## src/rtl/mux16_arb_pkg.sv

```systemverilog
// Shared constants and state encoding for the 16:1 mux round-robin arbiter.
package mux16_arb_pkg;

  localparam int unsigned NUM_REQ    = 16;
  localparam int unsigned SEL_W      = 4;
  localparam int unsigned HOLD_CNT_W = 8;

  typedef enum logic {
    ARB_IDLE  = 1'b0,
    ARB_GRANT = 1'b1
  } arb_state_e;

endpackage

```

## src/rtl/rr_pick16.sv

```systemverilog
// Round-robin winner picker: first requester at or after ptr, wrapping mod 16.
module rr_pick16
  import mux16_arb_pkg::*;
(
  input  logic [NUM_REQ-1:0] req,
  input  logic [SEL_W-1:0]   ptr,
  output logic [SEL_W-1:0]   winner,
  output logic               any_req
);

  logic [NUM_REQ-1:0] rot;
  logic [SEL_W-1:0]   off;

  // Rotate so ptr sits at bit 0, take the lowest set bit, then undo the rotation.
  always_comb begin
    rot = NUM_REQ'({req, req} >> ptr);
    off = '0;
    for (int i = NUM_REQ - 1; i >= 0; i--) begin
      if (rot[i]) off = SEL_W'(i);
    end
    winner  = off + ptr;
    any_req = |req;
  end

endmodule

```

## src/rtl/mux16_rr_arbiter.sv

```systemverilog
// Round-robin arbiter/sequencer driving the select of a shared 16:1 mux.
// Optional hold-limit release is compiled in with MUX16_ARB_TIMEOUT_EN.
module mux16_rr_arbiter
  import mux16_arb_pkg::*;
#(
  parameter int unsigned HOLD_MAX = 8
) (
  input  logic               clk,
  input  logic               rst_n,
  input  logic [NUM_REQ-1:0] req,
  input  logic               done,
  input  logic [NUM_REQ-1:0] data_in,
  output logic [SEL_W-1:0]   sel,
  output logic [NUM_REQ-1:0] gnt,
  output logic               busy,
  output logic               y,
  output logic               timeout
);

  arb_state_e       state;
  logic [SEL_W-1:0] ptr;
  logic [SEL_W-1:0] winner_c;
  logic             any_req_c;
  logic             norm_rel_c;
  logic             hold_hit_c;
  logic             force_rel_c;
  logic             release_c;

  rr_pick16 u_pick (
    .req     (req),
    .ptr     (ptr),
    .winner  (winner_c),
    .any_req (any_req_c)
  );

`ifdef MUX16_ARB_TIMEOUT_EN
  logic [HOLD_CNT_W-1:0] hold_cnt;

  // Counts GRANT cycles of the current grant, starting at 1.
  always_ff @(posedge clk or negedge rst_n) begin
    if (!rst_n) begin
      hold_cnt <= '0;
    end else if (state == ARB_IDLE) begin
      hold_cnt <= any_req_c ? HOLD_CNT_W'(1) : '0;
    end else if (release_c) begin
      hold_cnt <= '0;
    end else begin
      hold_cnt <= hold_cnt + HOLD_CNT_W'(1);
    end
  end

  assign hold_hit_c = (hold_cnt == HOLD_CNT_W'(HOLD_MAX));
`else
  logic unused_hold_max;
  assign unused_hold_max = ^HOLD_CNT_W'(HOLD_MAX);
  assign hold_hit_c      = 1'b0;
`endif

  // Release causes; the hold limit only counts when nothing else releases.
  assign norm_rel_c  = done | ~req[sel];
  assign force_rel_c = hold_hit_c & ~norm_rel_c;
  assign release_c   = norm_rel_c | force_rel_c;

  // Arbitration FSM with registered select, grant, busy and timeout.
  always_ff @(posedge clk or negedge rst_n) begin
    if (!rst_n) begin
      state   <= ARB_IDLE;
      ptr     <= '0;
      sel     <= '0;
      gnt     <= '0;
      busy    <= 1'b0;
      timeout <= 1'b0;
    end else begin
      timeout <= 1'b0;
      case (state)
        ARB_IDLE: begin
          if (any_req_c) begin
            state <= ARB_GRANT;
            sel   <= winner_c;
            gnt   <= NUM_REQ'(1) << winner_c;
            busy  <= 1'b1;
          end
        end
        ARB_GRANT: begin
          if (release_c) begin
            state   <= ARB_IDLE;
            ptr     <= sel + SEL_W'(1);
            gnt     <= '0;
            busy    <= 1'b0;
            timeout <= force_rel_c;
          end
        end
        default: begin
          state <= ARB_IDLE;
          gnt   <= '0;
          busy  <= 1'b0;
        end
      endcase
    end
  end

  // Mux output; sel is frozen for the whole grant so this cannot glitch on select.
  assign y = busy & data_in[sel];

endmodule

```

## config.mk

```make
export PLATFORM = sky130hd
export DESIGN_NAME = mux16_rr_arbiter
export DESIGN_NICKNAME = d
export VERILOG_FILES = /design/src/rtl/mux16_arb_pkg.sv /design/src/rtl/rr_pick16.sv /design/src/rtl/mux16_rr_arbiter.sv
export SDC_FILE = /design/constraint.sdc
export NUM_CORES = 1
export LEC_CHECK = 0
export BUFFER_PORTS_ARGS = -buffer_cell sky130_fd_sc_hd__buf_2
export CAP_MARGIN = 20
export CORE_UTILIZATION = 50
export DETAILED_ROUTE_END_ITERATION = 7
export GPL_ROUTABILITY_DRIVEN = 0
export PLACE_DENSITY_LB_ADDON = 0.05
export SYNTH_ARGS = -nofsm -noshare
export SYNTH_HDL_FRONTEND = slang
export SYNTH_SLANG_ARGS = --single-unit
```

## constraint.sdc

```tcl
create_clock -name clk -period 3.8 [get_ports clk]
set_input_delay 1.14 -clock clk [delete_from_list [all_inputs] [get_ports clk]]
set_output_delay 1.14 -clock clk [all_outputs]
set_load 0.01 [all_outputs]
```

==> flow_summary.toml, run 1 <==
[status]
status = "finished with violations"
violations = "setup timing"

[sta]
actual_slew_at_the_worst_max_slew_pin_ns = 0.575
maxClockFrequency_mhz = 237
fin_ws_ns = -0.416
timing.final.crit_share = 1.11
worst_clock_skew_ns = 0.00819
worst_slew_margin_rel = 0.617
finalMaxSlewViolations = 0
grt_setup_unrepaired = "yes"
report.final.setup_viol = 19
final_hold_viol_count = 0
min_period_ns = 4.22
whs_ns = 0.493

[pwr]
internal_power_contribution_mw = 2.27
powerDensity_mw_per_mm2 = 1140
power.ir.vdd_worst_mv = 0.476
total_switching_power_mw = 1.85
power.clock.fraction = 0.038
power.share.switching = 0.450
p_comb_frac = 0.836
p_leak_nw = 1.66
p_seq_frac = 0.126

[route]
wl_per_cell_microns = 17.6
remaining_routing_drc_violations = 0
vias_per_cell = 6.15
drt-pass1-iter-count = 4
via_count = 2505
drtIter0Drc = 233
detail-route-antenna-nets = 0
routed_wl_mm = 7.18

[hold_path]
endpoint_of_the_worst_hold_timing_path = "gnt[8]$_DFFE_PN0P_"
timing.hold.worst.class = "flip-flop to flip-flop"
holdCritStartpoint = "gnt[8]$_DFFE_PN0P_"
holdPathStages = 1

[worst_setup_path]
register_to_register_path_depth = 18
slowest_stage = "sky130_fd_sc_hd__mux4_2"
r2r_slack_ns = -0.03
regToRegStartpoint = "ptr[0]$_DFFE_PN0P_"
critical_path.reg2reg.endpoint = "gnt[1]$_DFFE_PN0P_"
required_time_of_the_critical_path_ns = 3.96
timing.critical_path.slowest_cell_delay_ns = 0.48
crit_path_frequent_cell = "sky130_fd_sc_hd__buf_4"
critPathArrivalTime_ns = 4.38
critical_path.endpoint_type = "flip-flop"
path_cells = "buf_2 -> buf_4 -> mux4_2 -> mux2_4 -> buf_4 -> mux2i_4 -> buf_4 -> o21ai_0 -> a21oi_1 -> o31ai_1 -> ha_1 -> buf_4 -> a21o_1 -> a21oi_4 -> xnor2_4 -> xnor2_4 -> buf_12 -> a32o_1"
timing.critical_path.from_type = "primary input"
crit_fanout = 9
criticalPathCategory = "primary input to flip-flop"

[clock_network]
cts-buffers-inserted = 3
clk_path_buf_depth = 2
root_buffer = "sky130_fd_sc_hd__clkbuf_8"
clock_tree_from_tritoncts = "done"
clk_transition_reported_paths_ns = 0.09
hold_buffers = 0
cts.htree.levels = 1
clkLatencyLatePin_ns = 0.27
clkSinkCount = 26

[final_layout]
antenna_cells_inserted = 0
postLayoutCoreUtil = 0.743
final_cells = 407
post_route_cells_drive_above_1_share = 0.576
syn_to_final_growth_pct = 38.4
layout.nets = 382
fin_area_sq_mm = 0.00363

[die]
die-area_sq_mm = 0.00554
dieHeight_microns = 74.4
placement_row_count = 25
core_area_sq_mm = 0.00488
floorplan.die.width_microns = 74.4
start_util = 0.537
io_pins = 58

[grt]
grt_pass1_vias = 2439
gr-usage-all-layers = 0.280
use_met3 = 0.0393
grt.busiest_layer = "met2"
grt_max_degree = 27
grt_pass1_wl_mm = 11.8
globalRoute.totalOverflow = 0
grt_use_met2 = 0.455
groute.layer.met1.usage = 0.408
number_of_antenna_violations_at_the_first_check_in_global_routing = 0

[yosys]
post_synth_most_frequent_cells = "26 x sky130_fd_sc_hd__dfrtp_1, 17 x sky130_fd_sc_hd__mux2_2, 16 x sky130_fd_sc_hd__a32o_1"
synth.ff_latch_count = 26
synth_top_area_share = 0.248
post_synth.cell_area_avg_sq_um = 11.7
yosys_top_cell_by_area = "sky130_fd_sc_hd__dfrtp_1"
seq_area_frac_synth = 0.248
yosys-top-cells-area = "sky130_fd_sc_hd__dfrtp_1 25%, sky130_fd_sc_hd__mux4_1 13%, sky130_fd_sc_hd__mux4_2 11%"
adder_and_majority_gate_portion_of_the_synthesized_area = 0.0267
synth_nets = 265
synthCells = 225
ys_types = 53
yosysMostFrequentCell = "sky130_fd_sc_hd__dfrtp_1"
synth-main-ff-cell = "sky130_fd_sc_hd__dfrtp_1"
synth_compound_gate_area_share = 0.167
synth_edf_count = 0
synth_simple_gate_area_share = 0.116
synth_xor_xnor_area_share = 0.0258
async_sr_flop_fraction = 1.00
synth.mux.area_fraction = 0.353
ys_warn_count = 0
synthesis.area_sq_mm = 0.00262
synth_top_family_by_area = "multiplexers"

[place]
post_dp_cell_area_sq_mm = 0.00337
dpl.cell_count = 396
dp_hpwl_mm = 5.43
pre_cts_ws_ns = -0.915
placement.io_buffers = 56

[run]
maxcap_violations = 0
==> metal layers <==
layer | vias to the layer above | routed length [microns]
met5 | - | 0
met4 | 0 | 72
li1 | 1134 | -
met3 | 10 | 448
met2 | 111 | 3630
met1 | 1250 | 3020
==> kinds of logic after synthesis <==
family | Yosys count
and+or+nand+nor | 58
AOI/OAI and AO/OA | 54
muxes | 53
DFF | 26
buffers and inverters | 22
xor gates and xnor gates | 6
adders and majority gates | 5
other | 1
==> worst max-delay path: cells and delay by family <==
family	cells	cell delay [ns]
buffers and inverters	6	0.85
AO/OA/AOI/OAI	6	0.92
XOR/XNOR	2	0.32
multiplexers	3	0.95
adder cells (fa/ha/maj)	1	0.19
==> flip-flops by register name, summed over array words and instances, names as in the netlist <==
signal / flops
sel: 4
state: 1
ptr: 4
gnt: 16
busy: 1
==> cells in the final DEF, fill, tap and decap left out, types with 4 or more instances in the layout <==
cell | netlist | layout
sky130_fd_sc_hd__mux2_2 | 17 | 13
sky130_fd_sc_hd__mux4_2 | 13 | 23
sky130_fd_sc_hd__mux2_4 | 0 | 4
sky130_fd_sc_hd__buf_2 | 1 | 52
sky130_fd_sc_hd__dfrtp_1 | 26 | 26
sky130_fd_sc_hd__and2_1 | 5 | 5
sky130_fd_sc_hd__nand2_1 | 10 | 10
sky130_fd_sc_hd__a21o_1 | 4 | 4
sky130_fd_sc_hd__a21oi_1 | 10 | 8
sky130_fd_sc_hd__nor2b_1 | 5 | 4
sky130_fd_sc_hd__a32o_1 | 16 | 16
sky130_fd_sc_hd__nor2_1 | 14 | 13
sky130_fd_sc_hd__buf_4 | 1 | 69
sky130_fd_sc_hd__mux2i_1 | 10 | 8
sky130_fd_sc_hd__nor4_1 | 4 | 4
sky130_fd_sc_hd__inv_1 | 4 | 4
sky130_fd_sc_hd__o21ai_0 | 10 | 8
==> timing repair <==
item | 4_1_cts | 5_1_grt
gates resized for setup | 25 | 17
endpoints found under the setup margin | 18 | 19
pin swaps | 13 | 11
buffers inserted | 4 | 4
gates cloned | 0 | 0
==> stage by stage <==
step,power (mW),setup TNS (ns)
after floorplan,2.44,-6.12
after global placement,3.39,-14.65
after detailed placement,3.45,-15.99
after CTS,3.79,-6.80
after global routing,4.42,-9.55
final,4.12,-6.83
==> power groups by stage <==
stage          registers (mW)  logic, mW  clock network [mW]
5_1_grt                 0.536       3.72               0.167
3_5_place_dp            0.516       2.93                   0
2_1_floorplan           0.498       1.94                   0
3_3_place_gp            0.515       2.87                   0
4_1_cts                 0.513       3.13               0.154
6_report                0.521       3.44               0.155
==> worst max path at each step <==
stage	start	endpoint	slack [ns]	cells after the start
after floorplan	req[5]	gnt[12]$_DFFE_PN0P_	-0.38	12
after global placement	req[0]	gnt[7]$_DFFE_PN0P_	-0.84	15
after detailed placement	req[0]	gnt[1]$_DFFE_PN0P_	-0.92	15
after CTS	req[5]	gnt[10]$_DFFE_PN0P_	-0.42	14
after global routing	req[0]	gnt[1]$_DFFE_PN0P_	-0.57	18
final	req[0]	gnt[1]$_DFFE_PN0P_	-0.42	18
==> cell type report <==
| class | instances | area, sq um |
|---|---|---|
| Sequential cell | 26 | 651 |
| Clock buffer | 3 | 41.3 |
| Tap cell | 67 | 83.8 |
| Multi-Input combinational cell | 177 | 1930 |
| Timing Repair Buffer | 129 | 902 |
| Fill cell | 373 | 1250 |
| Inverter | 5 | 18.8 |
(Power assumes the default switching activity.)
==> inputs of run 2 (changes only) <==
--- a/config.mk
+++ b/config.mk
@@ -13,4 +13,5 @@
 export PLACE_DENSITY_LB_ADDON = 0.05
 export SYNTH_ARGS = -nofsm -noshare
 export SYNTH_HDL_FRONTEND = slang
+export SYNTH_HIERARCHICAL = 1
 export SYNTH_SLANG_ARGS = --single-unit
==> run 2 against run 1 <==
The run still ends with setup timing left. Via count down 9.8%. Sequential cell count unchanged. Register-to-register slack worse by 0.02 ns. Largest cell class unchanged.
==> flow_summary.toml, run 2 <==
[worst_setup_path]
critPathArrivalTime_ns = 4.40
crit_path_frequent_cell = "sky130_fd_sc_hd__buf_4"
critical_path.endpoint_type = "flip-flop"
timing.critical_path.slowest_cell_delay_ns = 0.52
slowest_stage = "sky130_fd_sc_hd__mux4_2"
crit_family = "multiplexers"
required_time_of_the_critical_path_ns = 4.02
timing.critical_path.from_type = "primary input"
criticalPathCategory = "primary input to flip-flop"
path_cells = "buf_6 -> mux4_2 -> mux4_2 -> or2_4 -> buf_4 -> nor3b_2 -> o31a_1 -> ha_4 -> buf_4 -> xor2_2 -> buf_4 -> or3_4 -> nor3_4 -> a21o_1"
crit_fanout = 5
path_buf_inv = 4

[yosys]
ys_types = 56
ys_warn_count = 6
synth_top_family_by_area = "multiplexers"
synth.ff_latch_count = 26
yosys_top_cell_by_area = "sky130_fd_sc_hd__dfrtp_1"
adder_and_majority_gate_portion_of_the_synthesized_area = 0.0269
post_synth.cell_area_avg_sq_um = 12.0
seq_area_frac_synth = 0.250
synth_top_area_share = 0.250
synth_compound_gate_area_share = 0.119
synth_edf_count = 0
synth_xor_xnor_area_share = 0.0168
post_synth_most_frequent_cells = "26 x sky130_fd_sc_hd__dfrtp_1, 20 x sky130_fd_sc_hd__nand2_1, 18 x sky130_fd_sc_hd__mux4_2"
synth-main-ff-cell = "sky130_fd_sc_hd__dfrtp_1"
async_sr_flop_fraction = 1.00
synthesis.area_sq_mm = 0.00260
synth.mux.area_fraction = 0.398
synthCells = 217
yosysMostFrequentCell = "sky130_fd_sc_hd__dfrtp_1"
synth_simple_gate_area_share = 0.135
yosys-top-cells-area = "sky130_fd_sc_hd__dfrtp_1 25%, sky130_fd_sc_hd__mux4_2 16%, sky130_fd_sc_hd__mux4_1 12%"
synth_nets = 257

[status]
status = "finished with violations"
violations = "setup timing"

[place]
dp_hpwl_mm = 5.05
placement.io_buffers = 56
pre_cts_ws_ns = -0.890

[clock_network]
clock_tree_from_tritoncts = "done"
cts.htree.levels = 1
clk_transition_reported_paths_ns = 0.09
cts-buffers-inserted = 3
clk_path_buf_depth = 2
root_buffer = "sky130_fd_sc_hd__clkbuf_8"
clkSinkCount = 26
clkLatencyLatePin_ns = 0.28

[route]
remaining_routing_drc_violations = 0
drt-pass1-iter-count = 4
detail-route-antenna-nets = 0
via_count = 2259
drtIter0Drc = 129
vias_per_cell = 5.96
wl_per_cell_microns = 17.7
routed_wl_mm = 6.71

[grt]
number_of_antenna_violations_at_the_first_check_in_global_routing = 0
gr-usage-all-layers = 0.263
grt_pass1_wl_mm = 10.9
globalRoute.totalOverflow = 0
grt_max_degree = 27
grt_pass1_vias = 2220

[final_layout]
postLayoutCoreUtil = 0.728
largest-register = "gnt"
layout.nets = 354
layout.cells.most_common = "sky130_fd_sc_hd__buf_4"
num-fill-cells = 355
largest_register_ff_count = 16
post_route_cells_drive_above_1_share = 0.590
antenna_cells_inserted = 0
commonest_cells_after_routing_fill_and_taps_aside = "48 x sky130_fd_sc_hd__buf_4, 42 x sky130_fd_sc_hd__buf_2, 27 x sky130_fd_sc_hd__mux4_2"
syn_to_final_growth_pct = 36.5
largestRegisters = "gnt: 16 flops, ptr: 4 flops, sel: 4 flops"

[die]
dieHeight_microns = 74.2
floorplan.die.width_microns = 74.2
core_area_sq_mm = 0.00488
die-area_sq_mm = 0.00550
io_pins = 58
placement_row_count = 25
start_util = 0.534

[hold_path]
timing.hold.worst.class = "flip-flop to flip-flop"

[run]
maxcap_violations = 0

[sta]
maxClockFrequency_mhz = 239
worst_clock_skew_ns = 0.00242
actual_slew_at_the_worst_max_slew_pin_ns = 0.572
report.final.setup_viol = 18
grt_setup_unrepaired = "yes"
min_period_ns = 4.18
finalMaxSlewViolations = 0
worst_slew_margin_rel = 0.618
final_hold_viol_count = 0
timing.setup.tns_ns = -4.32
fin_ws_ns = -0.381
timing.final.crit_share = 1.10
[run 2: metrics by stage]
step / hold slack [ns] / instances / cell area, sq um
4_1_cts: 0.480 / 377 / 3470
2_1_floorplan: 0.485 / 217 / 2630
3_3_place_gp: 0.465 / 369 / 3220
5_1_grt: 0.498 / 379 / 3550
3_5_place_dp: 0.460 / 369 / 3220
6_report: 0.480 / 379 / 3550
[run 2: area by class of cell]
class / count / area (sq um) / area share
multi-input cells: 171 / 1990 / 0.560
repair buffers: 106 / 767 / 0.216
flip-flops and latches: 26 / 651 / 0.183
well taps: 67 / 83.8 / 0.0236
clock buffers: 3 / 41.3 / 0.0116
inverters: 6 / 22.5 / 0.00634
[run 2: per-layer routing]
| layer | GRT usage | vias to the layer above | share of wire |
|---|---|---|---|
| met5 | 0 | - | 0 |
| met4 | 0.0427 | 0 | 0.010 |
| met3 | 0.0420 | 8 | 0.041 |
| met2 | 0.446 | 70 | 0.50 |
| met1 | 0.362 | 1133 | 0.45 |
| li1 | - | 1048 | - |
[run 2: cell families (layout without fill, tap and decap cells)]
kind of cell / count (synthesis) / after routing
and+or+nand+nor: 65 / 65
muxes: 60 / 60
AOI/OAI and AO/OA: 35 / 35
DFF: 26 / 26
buffers and inverters: 20 / 115
adders and majority gates: 5 / 5
xor gates and xnor gates: 5 / 5
other: 1 / 1
[run 2: timing repair]
action,CTS,global route
setup buffers,5,2
resized for setup,50,14
endpoints found under the setup margin,19,19
pin swaps,12,5
cloned,0,0
hold buffers,0,0
[run 2: final timing paths]
kind / startpoint / to / slack (ns) / cells after the start
worst min-delay path: gnt[4]$_DFFE_PN0P_ / gnt[4]$_DFFE_PN0P_ / 0.48 / 1
min in group asynchronous: rst_n / gnt[6]$_DFFE_PN0P_ / 0.85 / 1
worst max register to register: ptr[1]$_DFFE_PN0P_ / gnt[0]$_DFFE_PN0P_ / -0.05 / 14
max in group asynchronous: rst_n / ptr[0]$_DFFE_PN0P_ / 2.57 / 1
worst min register to register: gnt[4]$_DFFE_PN0P_ / gnt[4]$_DFFE_PN0P_ / 0.48 / 1
worst max-delay path: req[7] / gnt[0]$_DFFE_PN0P_ / -0.38 / 14
Power of run 2 is not shown: default switching activity piles up to over one toggle a cycle in this logic, so the estimate is an artifact.
